File: src/rtl/riscv_pkg.sv
// Shared types for the instruction-memory loader and its helpers.
// Exports: loader_state_t, WORD_BYTES, HDR_BYTES.
package riscv_pkg;

  typedef enum logic [2:0] {
    HDR_LO,
    HDR_HI,
    DATA,
    CSUM,
    DONE,
    ERROR
  } loader_state_t;

  localparam int WORD_BYTES = 4;
  localparam int HDR_BYTES  = 2;

endpackage

File: src/rtl/imem_loader_byte_packer.sv
// byte_packer: assembles little-endian words from a byte stream.
// Ports: clk, rst, clr, shift_en, byte_in -> word, word_valid, word_last.
module byte_packer
  import riscv_pkg::*;
(
  input  logic                    clk,
  input  logic                    rst,
  input  logic                    clr,
  input  logic                    shift_en,
  input  logic [7:0]              byte_in,
  output logic [8*WORD_BYTES-1:0] word,
  output logic                    word_valid,
  output logic                    word_last
);

  localparam int LW = $clog2(WORD_BYTES);
  localparam logic [LW-1:0] LAST_LANE = LW'(WORD_BYTES - 1);

  logic [LW-1:0] lane;

  // Combinational: this shift completes a word.
  assign word_last = shift_en && (lane == LAST_LANE);

  always_ff @(posedge clk) begin
    if (rst) begin
      lane       <= '0;
      word       <= '0;
      word_valid <= 1'b0;
    end else begin
      word_valid <= word_last;
      if (clr) begin
        lane <= '0;
      end else if (shift_en) begin
        word[{lane, 3'b000} +: 8] <= byte_in;
        lane <= lane + 1'b1;
      end
    end
  end

endmodule

File: src/rtl/imem_loader.sv
// imem_loader: frames a byte stream into imem writes, holds core in reset.
// Ports: byte_valid/byte_data/byte_ready, reload, imem_*, cpu_rst, done, error.
// Option: IMEM_LOADER_CHECKSUM_EN adds a trailing XOR checksum byte.
module imem_loader
  import riscv_pkg::*;
#(
  parameter int          ADDR_WIDTH = 10,
  parameter logic [31:0] BASE_ADDR  = 32'h0000_0000
) (
  input  logic        clk,
  input  logic        rst,
  input  logic        byte_valid,
  input  logic [7:0]  byte_data,
  output logic        byte_ready,
  input  logic        reload,
  output logic        imem_we,
  output logic [31:0] imem_addr,
  output logic [31:0] imem_wdata,
  output logic        cpu_rst,
  output logic        done,
  output logic        error
);

  localparam int IW = ADDR_WIDTH + 1;
  localparam logic [31:0] CAP = 32'd1 << ADDR_WIDTH;

`ifdef IMEM_LOADER_CHECKSUM_EN
  localparam loader_state_t TAIL_ST = CSUM;
`else
  localparam loader_state_t TAIL_ST = DONE;
`endif

  loader_state_t state, state_nx;

  logic [7:0]    n_lo;
  logic [15:0]   n_q;
  logic [15:0]   n_hdr;
  logic [IW-1:0] word_idx;
  logic          xfer;
  logic          last_word;
  logic          pk_shift;
  logic          pk_last;
  logic          running;

`ifdef IMEM_LOADER_CHECKSUM_EN
  logic [7:0] csum;
`endif

  assign xfer      = byte_valid & byte_ready;
  assign n_hdr     = {byte_data, n_lo};
  assign last_word = (32'(word_idx) + 32'd1) == 32'(n_q);
  assign pk_shift  = xfer && (state == DATA);
  assign imem_addr = BASE_ADDR + (32'(word_idx) * 32'(WORD_BYTES));

  byte_packer u_packer (
    .clk        (clk),
    .rst        (rst),
    .clr        (state == HDR_LO),
    .shift_en   (pk_shift),
    .byte_in    (byte_data),
    .word       (imem_wdata),
    .word_valid (imem_we),
    .word_last  (pk_last)
  );

  always_comb begin
    state_nx = state;
    unique case (state)
      HDR_LO: if (xfer) state_nx = HDR_HI;
      HDR_HI: begin
        if (xfer) begin
          if (n_hdr == 16'd0)
            state_nx = TAIL_ST;
          else if (32'(n_hdr) > CAP)
            state_nx = ERROR;
          else
            state_nx = DATA;
        end
      end
      DATA: if (pk_last && last_word) state_nx = TAIL_ST;
      CSUM: begin
`ifdef IMEM_LOADER_CHECKSUM_EN
        if (xfer)
          state_nx = (byte_data == csum) ? DONE : ERROR;
`else
        state_nx = ERROR;
`endif
      end
      DONE:  if (reload) state_nx = HDR_LO;
      ERROR: if (reload) state_nx = HDR_LO;
      default: state_nx = ERROR;
    endcase
  end

  // DONE is entered on the last byte; the write lands one cycle later,
  // so the core is released only once DONE has been held a full cycle.
  assign running = (state == DONE) && (state_nx == DONE);

  always_ff @(posedge clk) begin
    if (rst) begin
      state      <= HDR_LO;
      byte_ready <= 1'b0;
      cpu_rst    <= 1'b1;
      done       <= 1'b0;
      error      <= 1'b0;
      n_lo       <= '0;
      n_q        <= '0;
      word_idx   <= '0;
    end else begin
      state      <= state_nx;
      byte_ready <= state_nx inside {HDR_LO, HDR_HI, DATA, CSUM};
      cpu_rst    <= !running;
      done       <= running;
      error      <= (state_nx == ERROR);
      if (imem_we)
        word_idx <= word_idx + 1'b1;
      if (state == HDR_LO) begin
        word_idx <= '0;
        if (xfer) n_lo <= byte_data;
      end
      if ((state == HDR_HI) && xfer)
        n_q <= n_hdr;
    end
  end

`ifdef IMEM_LOADER_CHECKSUM_EN
  always_ff @(posedge clk) begin
    if (rst)
      csum <= '0;
    else if (state == HDR_LO)
      csum <= '0;
    else if (pk_shift)
      csum <= csum ^ byte_data;
  end
`endif

endmodule

File: config.mk
export PLATFORM = sky130hd
export DESIGN_NAME = imem_loader
export DESIGN_NICKNAME = d
export VERILOG_FILES = /design/src/rtl/riscv_pkg.sv /design/src/rtl/imem_loader_byte_packer.sv /design/src/rtl/imem_loader.sv
export SDC_FILE = /design/constraint.sdc
export NUM_CORES = 1
export LEC_CHECK = 0
export CAP_MARGIN = 15
export CORE_MARGIN = 5
export CORE_UTILIZATION = 30
export CTS_BUF_LIST = sky130_fd_sc_hd__clkbuf_8 sky130_fd_sc_hd__clkbuf_16
export CTS_CLUSTER_DIAMETER = 120
export DETAILED_ROUTE_END_ITERATION = 16
export PLACE_DENSITY = 0.55
export SYNTH_ARGS = -nofsm -noshare
export SYNTH_HDL_FRONTEND = slang
export SYNTH_SLANG_ARGS = --single-unit
File: constraint.sdc
create_clock -name clk -period 3.85 [get_ports clk]
set_input_delay 0.77 -clock clk [delete_from_list [all_inputs] [get_ports clk]]
set_output_delay 0.77 -clock clk [all_outputs]
set_load 0.05 [all_outputs]
---- Yosys cells after proc, flatten, opt, wreduce, memory -nomap -nowiden ----
Index checks and enable logic that the tools add are counted.
W data, S select, Z words.
word-level totals
  output and inout bits ................... 69
  bits of input ports ..................... 12
  flip-flop bits (word level) ............. 77
  logic and storage cells ................. 53
cells by class
  bitwise operators ....................... 2
  shifts and indexed selects .............. 2
  reductions and logical operators ........ 14
  muxes and demuxes ....................... 8
  add/subtract/negate cells ............... 4
  $lt $le $gt $ge ......................... 1
  equality and inequality tests ........... 11
operators with widths
  operator                  number
  $bwmux W32                1
  $shift A8 B7 Y32 const A  1
  $shiftx A8 B7 Y32         1
  $mux W3                   6
  $eq A12 B16 Y1            1
  $gt A16 B11 Y1 const B    1
  $logic_not A16 Y1         1
  $add A11 B1 Y12 const B   1
  $eq A3 B3 Y1 const B      4
  $pmux W3 S4               1
  $add A11 B1 Y11 const B   1
  $eq A3 B2 Y1 const B      3
  $neg A5 Y7                1
  $eq A3 B1 Y1 const B      2
  $logic_not A3 Y1          2
  $logic_and A1 B1 Y1       5
  $reduce_and A2 Y1         2
  $reduce_bool A4 Y1        1
  $reduce_or A2 Y1          2
  $add A2 B1 Y2 const B     1
  $eq A2 B2 Y1 const B      1
  $and A1 B1 Y1             1
  $logic_not A1 Y1          1
  $not A1 Y1                1

---- Logic depth before layout (Yosys ltp) ----
Gate-level depths: netlist (run 1).
  depth in word-level cells ............... 9
  mapped depth ............................ 8
  gate-level depth less buffers ........... 7

---- Modules after synthesis ----
From an unflattened synthesis (run 1), not the netlist that was laid out.
second synthesis, totals
  cell total of the unflattened synthesis .. 346
  area, all modules ....................... 3,449.6 µm²
by module, submodules not included
  module       seq. area each (µm²)  cells each  instances  area an instance (µm²)
  imem_loader  840.8                 248         1          2,195.9
  byte_packer  700.7                 98          1          1,253.7

---- Least setup slack after synthesis (run 1) ----
Ideal clock, no wire load.
  path kind ............................... reg-to-reg
  start ................................... register word_idx[0]
  end ..................................... register state[2]
  period minus slack after synthesis ...... 2.432 ns
  library setup time ...................... 0.058 ns
  slack ................................... 1.418 ns
  arrival time ............................ 2.373 ns
  stages on the path, launching flop included .. 8
  path buffers ............................ 0
  required time ........................... 3.792 ns
  cells stage by stage .................... dfxtp_1 -> ha_1 -> or3b_1 -> a211oi_2 -> nor3_4 -> a311oi_1 -> nor4b_2 -> o21ba_1
between the ends
  word-level cells in the longest chain between the ends .. 5
ends and longest elaborated chain
  element                 RTL line            source
  from (decl)             imem_loader.sv:38   logic [IW-1:0] word_idx;
  from (signal assigned)  imem_loader.sv:116  word_idx <= word_idx + 1'b1;
  $add A11 B1 Y12         imem_loader.sv:51   assign last_word = (32'(word_idx) + 32'd1) == 32'(n_q);
  $eq A12 B16 Y1          imem_loader.sv:51
  $logic_and A1 B1 Y1     imem_loader.sv:80   DATA: if (pk_last && last_word) state_nx = TAIL_ST;
  $mux W3                 imem_loader.sv:80
  $pmux W3 S4             imem_loader.sv:68   unique case (state)
  to (signal assigned)    imem_loader.sv:110  state <= state_nx;
  to (decl)               imem_loader.sv:33   loader_state_t state, state_nx;
Every way passes these cells.
A chain may end at the register's enable or synchronous reset.

---- Worst setup path in the final report (run 1) ----
  start ................................... register u_packer.word_valid
  end ..................................... output port imem_we
RTL lines
  element                 RTL line                       source
  from (decl)             imem_loader_byte_packer.sv:12  output logic word_valid,
  from (signal assigned)  imem_loader_byte_packer.sv:30  word_valid <= word_last;
  to (decl)               imem_loader.sv:16              output logic imem_we,
No word-level cell between the ends.

==> summary.md, run 1 <==
| Metric | Value |
|---|---|
| Number of CTS-inserted buffers | 9 |
| Syn Area/Cell | 8.77 um2 |
| Max transition margin | 29.4% |
| Post_cts resized | 0 |
| Crit Path Class | flop to output pin |
| Seq/Total Area, Yosys | 41.9% |
| Critical Path Fanout Max | 12 |
| Required time of the critical path | 3080 ps |
| CTS Sinks | 77 |
| Pre-Repair DR Iteration Count | 4 |
| Placed cells | 601 |
| Initial Util | 30.6% |
| Ys Warns | 0 |
| Syn Inst Count | 419 |
| #FFs+latches synth | 77 |
| First-pass GRT wire length | 15.2 mm |
| Drc violations | 0 |
| Worst vdd ir | 0.000189 V |
| Slew @ Worst Pin | 1060 ps |
| Post-synth top area cell | dfxtp_1 |
| Post-CTS Setup Inserts | 0 |
| Initial DRC count | 175 |
| Critical Path Start Type | flop |
| RSZ-0062 raised after global routing | no |
| Critical path arrival | 1910 ps |
| Vias | 3012 |
| Fin util | 38.0% |
| Count of input and output buffers | 59 |
| Post-DR wirelength/cell | 15.4 um |
| Clock insertion delay at the later pin of the skew report | 340 ps |
| Design Area, Final | 4560 um2 |
| Final Hold Slack | 448 ps |
| Layout Cells excl Fill | 615 |
| Initial antenna violation count | 0 |
| CP peak stage delay | 910 ps |
| P&R area growth vs syn | 24.2% |
| Max-slew violations | 0 |
| Fill cells | 1198 |
| Max-cap viol count | 0 |
| H-tree levels | 3 |
| Routed Antenna Nets | 0 |
| Pwr/cell area | 396 nW/um2 |
| Period minus WS final | 2680 ps |
| Fin nets | 483 |
| Yosys top cell area share | 41.9% |
| Share of cells above drive strength 1 | 5.34% |
| Largest net degree at the start of global routing | 59 |
| Final Cycle Share | 69.7% |
| Outcome | complete, no violations |
| Final setup viols | 0 |
| GRT Overall Usage | 13.2% |
| Gr ovfl total | 0 |
| Core area | 12000 um2 |
| Ranking of synthesized cells by area | dfxtp_1, mux2i_1, nor2_1, nand3_1, buf_4 |
| Routability cong. | 0.757 |
| Fin. Hold Viols | 0 |
| Hold-fix buffers, CTS | 0 |
| WL final | 9.49 mm |
| Most used flip-flop cell after synthesis | dfxtp_1 |
| Diode count | 0 |
| Clock tree buffer depth | 2 |
| Post-DP Area | 4280 um2 |
| Post-Synthesis Cell Area | 3680 um2 |
| Delay-heaviest family, CP | buffers and inverters |
| Final setup skew | 6.25 ps |
| Crit. End Element | output pin |
| Detailed placer's ending HPWL | 6.61 mm |
| Leakage | 1.63 nW |
| CTS root buffer | clkbuf_16 |
| Distinct cells, synth | 49 |
| Die area | 14600 um2 |
| DR vias/cell | 4.90 |
| CP Buf/Inv Count | 1 |
| DIE HEIGHT | 121 um |
| Top-Level Pins | 81 |
| Vias in the first global route | 2892 |
| CP Cell Sequence | clkdlybuf4s50_1 |
| Die width | 121 um |
| Async S/R FF share, synth | 0% |
| Number of enable flip-flop cells after synthesis | 0 |
| # rows | 40 |
| Fmax | 0.373 GHz |
| Slowest-stage cell, CP | clkdlybuf4s50_1 |
| Setup TNS Final | 0 ps |
| CTS tree | built |
| Clock Pin Slew Worst Setup and Hold Paths | 60 ps |
| Min-Delay Path Class | flop to flop |
-- cell usage after synthesis (all sizes together), types with 6 or more instances --
master / n
mux2i: 28
nand2: 40
nand3: 32
a21oi: 26
xnor2: 12
inv: 6
ha: 6
nor4: 6
a22o: 8
xor2: 9
clkbuf: 17
dfxtp: 77
nor3: 9
nand2b: 6
nand4: 12
and2: 7
nor2: 45
buf: 30
-- placed cells by master, fill, tap and decap left out, types with 3 or more instances in the layout --
cell             synthesis  routed
a21oi_1                 26      26
a22o_1                   8       8
and2_1                   7       7
and3_1                   3       3
and4_1                   3       3
buf_4                   21       3
clkbuf_16                0       9
clkdlybuf4s50_1          0      58
conb_1                   1      21
dfxtp_1                 77      77
ha_1                     6       6
inv_1                    6       7
mux2i_1                 28      28
nand2_1                 40      40
nand2b_1                 6       6
nand3_1                 32      32
nand4_1                 11      11
nor2_1                  45      45
nor2b_1                  4       4
nor3_1                   8       8
nor3b_1                  5       5
nor4_1                   5       5
or4_1                    3       3
xnor2_1                 12      12
xor2_1                   9       9
-- per-layer routing --
| metal | global-route usage (%) | vias up | wire length [um] |
|---|---|---|---|
| li1 | - | 1511 | - |
| met1 | 17.4 | 1415 | 4580 |
| met2 | 20.5 | 78 | 4290 |
| met3 | 4.86 | 8 | 547 |
| met4 | 2.76 | 0 | 80 |
| met5 | 0 | - | 0 |
-- per-stage QoR --
| stage | setup slack (ps) | total power [mW] |
|---|---|---|
| 3_5_place_dp | 833 | 0.978 |
| 3_3_place_gp | 930 | 0.977 |
| 2_1_floorplan | 1420 | 0.954 |
| 6_report | 1170 | 1.81 |
| 5_1_grt | 994 | 1.87 |
| 4_1_cts | 1130 | 1.82 |
-- power breakdown --
part	internal, mW	total, mW	switching (mW)
Sequential	0.807	0.819	0.0118
Combinational	0.0374	0.141	0.104
Clock	0.512	0.846	0.334
Total	1.36	1.81	0.449
-- worst reg2reg max path, cell delays in order (launching register included) --
cell and delay, ps:
dfxtp_1 500, ha_1 340, nand2b_1 170, nor4b_1 510, nor3_4 90, a311oi_1 240, nor4b_2 310, nor3_1 90
-- cells by family (layout without fill, tap and decap cells) --
| logic type | Yosys count | count (layout) | synth area share, % |
|---|---|---|---|
| flip-flops | 77 | 77 | 41.9 |
| other | 1 | 21 | 0.102 |
| adder cells (fa/ha/maj) | 6 | 6 | 2.04 |
| AND/OR/NAND/NOR | 184 | 184 | 26.2 |
| AO/OA/AOI/OAI | 49 | 49 | 8.99 |
| multiplexers | 28 | 28 | 7.62 |
| XOR/XNOR | 21 | 21 | 5.00 |
| buffers and inverters | 53 | 82 | 8.07 |
-- state kept, by name, indices dropped and copies added, names as in the netlist --
signal	flops
error	1
byte_ready	1
done	1
u_packer.word	32
cpu_rst	1
u_packer.lane	2
state	3
n_lo	8
word_idx	11
n_q	16
u_packer.word_valid	1
-- cell type report --
class | instances | area [um2] | area share, %
Clock buffer | 10 | 239 | 5.24
Clock inverter | 4 | 50.0 | 1.10
Inverter | 6 | 22.5 | 0.493
Multi-Input combinational cell | 309 | 1920 | 42.1
Sequential cell | 77 | 1540 | 33.8
Tap cell | 147 | 184 | 4.03
Timing Repair Buffer | 62 | 608 | 13.3
-- worst paths after layout --
check | from | endpoint | slack, ps | depth (start not counted)
hold / removal | u_packer.word[1]$_SDFFE_PP0P_ | u_packer.word[1]$_SDFFE_PP0P_ | 450 | 2
setup / recovery | u_packer.word_valid$_SDFF_PP0_ | imem_we | 1170 | 1
setup reg to reg | word_idx[0]$_SDFFE_PP0P_ | byte_ready$_SDFF_PP0_ | 1440 | 7
hold reg to reg | u_packer.word[1]$_SDFFE_PP0P_ | u_packer.word[1]$_SDFFE_PP0P_ | 450 | 2
Power figures use the tool's default switching activity.
==> inputs of run 2 (changes only) <==
==> constraint.sdc (replaced) <==
create_clock -name clk -period 2.65 [get_ports clk]
set_input_delay 0.53 -clock clk [delete_from_list [all_inputs] [get_ports clk]]
set_output_delay 0.53 -clock clk [all_outputs]
set_load 0.05 [all_outputs]
==> run 2 against run 1 <==
Non-clock buffer count up 13. Die area did not move. Clock power is 38% higher. Register-to-register slack lost 1100 ps. Highest routed layer unchanged. First-iteration DRC count decreased by 1.1%.
==> summary.md, run 2 (same netlist as run 1, synthesis figures left out) <==
| Metric | Value |
|---|---|
| # rows | 40 (unchanged) |
| Critical path arrival | 2620 ps (+710 ps) |
| Core area | 12000 um2 (unchanged) |
| Outcome | complete, no violations |
| Crit Path Class | flop to flop |
| Initial DRC count | 173 (-1.1%) |
| Clock insertion delay at the later pin of the skew report | 330 ps (about the same) |
| Max-slew violations | 0 (unchanged) |
| Share of cells above drive strength 1 | 8.49% (+3.1 points) |
| Commonest non-fill, non-tap cell in the layout | dfxtp_1 |
| Post-DP Area | 4370 um2 (+2.3%) |
| Largest register FFs | 32 (unchanged) |
| Worst setup margin | 314 ps (-854 ps) |
| Clock tree buffer depth | 2 (unchanged) |
| Commonest cells after routing, fill and taps aside | dfxtp_1, clkdlybuf4s50_1, nor2_1, nand2_1, nand3_1 |
| Critical Path Start Type | flop |
| DP Worst Slack | 38.8 ps (-794 ps) |
| Fin. Hold Viols | 0 (unchanged) |
| Pwr Total | 2.57 mW (+42%) |
| Routability cong. | 0.789 (+4.2%) |
| Required time of the critical path | 2930 ps (-150 ps) |
| GRT Overall Usage | 13.5% (+0.33 points) |
| Routing usage on met2 | 20.3% (-0.21 points) |
| Detailed placer's ending HPWL | 6.80 mm (+2.9%) |
| Final setup viols | 0 (unchanged) |
| Die width | 121 um (unchanged) |
| H-tree levels | 3 (unchanged) |
| First-pass GRT wire length | 15.6 mm (+2.6%) |
| Initial antenna violation count | 0 (unchanged) |
| Routed Antenna Nets | 0 (unchanged) |
| GR Util met1 | 18.7% (+1.2 points) |
| Min-Delay Path Class | flop to flop |
| Critical Path Fanout Max | 8 (-4) |
| Final Cycle Share | 88.2% |
| Setup TNS Final | 0 ps (unchanged) |
| Gr ovfl total | 0 (unchanged) |
| Gr busiest metal | met2 |
| Hold-fix buffers, CTS | 0 (unchanged) |
| Drc violations | 0 (unchanged) |
| DIE HEIGHT | 121 um (unchanged) |
| RSZ-0062 raised after global routing | no |
| Die area | 14600 um2 (unchanged) |
| Pwr/cell area | 553 nW/um2 (+40%) |
| Vias in the first global route | 2977 (+2.9%) |
| Met3 usage | 3.46% (-1.4 points) |
| Clock Pin Slew Worst Setup and Hold Paths | 60 ps (about the same) |
| Final setup skew | 6.28 ps (+0.0240 ps) |
| Max transition margin | 58.0% (+29 points) |
| Initial Util | 30.6% (unchanged) |
| Slew @ Worst Pin | 630 ps (-429 ps) |
| Crit. End Element | flop |
| Design Area, Final | 4650 um2 (+2.0%) |
| Number of CTS-inserted buffers | 9 (unchanged) |
| Pre-Repair DR Iteration Count | 4 (unchanged) |
| Worst vdd ir | 0.000244 V (+29%) |
| Post-CTS Setup Inserts | 0 (unchanged) |
| Post_cts resized | 0 (unchanged) |
| Diode count | 0 (unchanged) |
| Fmax | 0.428 GHz |
| CTS tree | built |
| Fin nets | 496 (+2.7%) |
| Leakage | 1.69 nW (+3.7%) |
| Regs by FF count | u_packer.word (32), n_q (16), word_idx (11) |
| Top-Level Pins | 81 (unchanged) |
| Post-DR wirelength/cell | 15.0 um (-2.9%) |
| CTS Sinks | 77 (unchanged) |
| Register name with the most flops | u_packer.word |
| WL final | 9.44 mm (-0.56%) |
| CTS root buffer | clkbuf_16 |
| Max-cap viol count | 0 (unchanged) |
| P&R area growth vs syn | 26.6% |
| Count of input and output buffers | 59 (unchanged) |
| DR vias/cell | 4.84 (-1.2%) |
| Period minus WS final | 2340 ps |
| Largest net degree at the start of global routing | 39 (-34%) |
| Vias | 3047 (+1.2%) |
-- run 2: area by class of cell --
cell class	instances	area [um2]
sequential	77	1540
timing repair buffer	75	706
clock inverter	7	56.3
tap	147	184
fill	1220	7360
inverter	6	22.5
clock buffer	9	225
multi-input combinational	309	1920
-- run 2: metrics by stage --
stage / utilization (%) / hold slack (ps) / instances
2_1_floorplan: - / 451 / 439
3_3_place_gp: 36.4 / 444 / 614
3_5_place_dp: 36.4 / 445 / 614
4_1_cts: 38.8 / 453 / 630
5_1_grt: 38.8 / 479 / 630
6_report: 38.8 / 450 / 630
-- run 2: worst paths after layout --
path,cells past startpoint,slack [ps],end,startpoint
max,7,310,state[2]$_SDFF_PP0_,word_idx[1]$_SDFFE_PP0P_
min,2,450,u_packer.word[15]$_SDFFE_PP0P_,u_packer.word[15]$_SDFFE_PP0P_
max reg2reg,7,310,state[2]$_SDFF_PP0_,word_idx[1]$_SDFFE_PP0P_
min reg2reg,2,450,u_packer.word[15]$_SDFFE_PP0P_,u_packer.word[15]$_SDFFE_PP0P_
-- run 2: metal layers --
layer  vias up  wire (um)
li1       1538          -
met1      1426       4590
met2        79       4350
met3         4        436
met4         0         67
met5         -          0
-- run 2: power by group --
part           switching (mW)  internal, mW  leakage, nW
clock network           0.523         0.646        0.137
registers              0.0163          1.17        0.622
logic                   0.154        0.0620        0.932
-- run 2: critical path: stages (launching register included) --
cell	delay (ps)
dfxtp_1	420
ha_1	340
or3b_1	390
a211oi_2	290
nor3_4	60
a311oi_1	240
nor4b_2	360
o21ba_1	180
==> inputs of run 3 (changes only) <==
--- a/config.mk
+++ b/config.mk
@@ -5,6 +5,7 @@
 export SDC_FILE = /design/constraint.sdc
 export NUM_CORES = 1
 export LEC_CHECK = 0
+export ABC_AREA = 0
 export CAP_MARGIN = 15
 export CORE_MARGIN = 5
 export CORE_UTILIZATION = 30
==> results of run 3 <==
Final layout, timing and power as in run 2 (identical DEF).
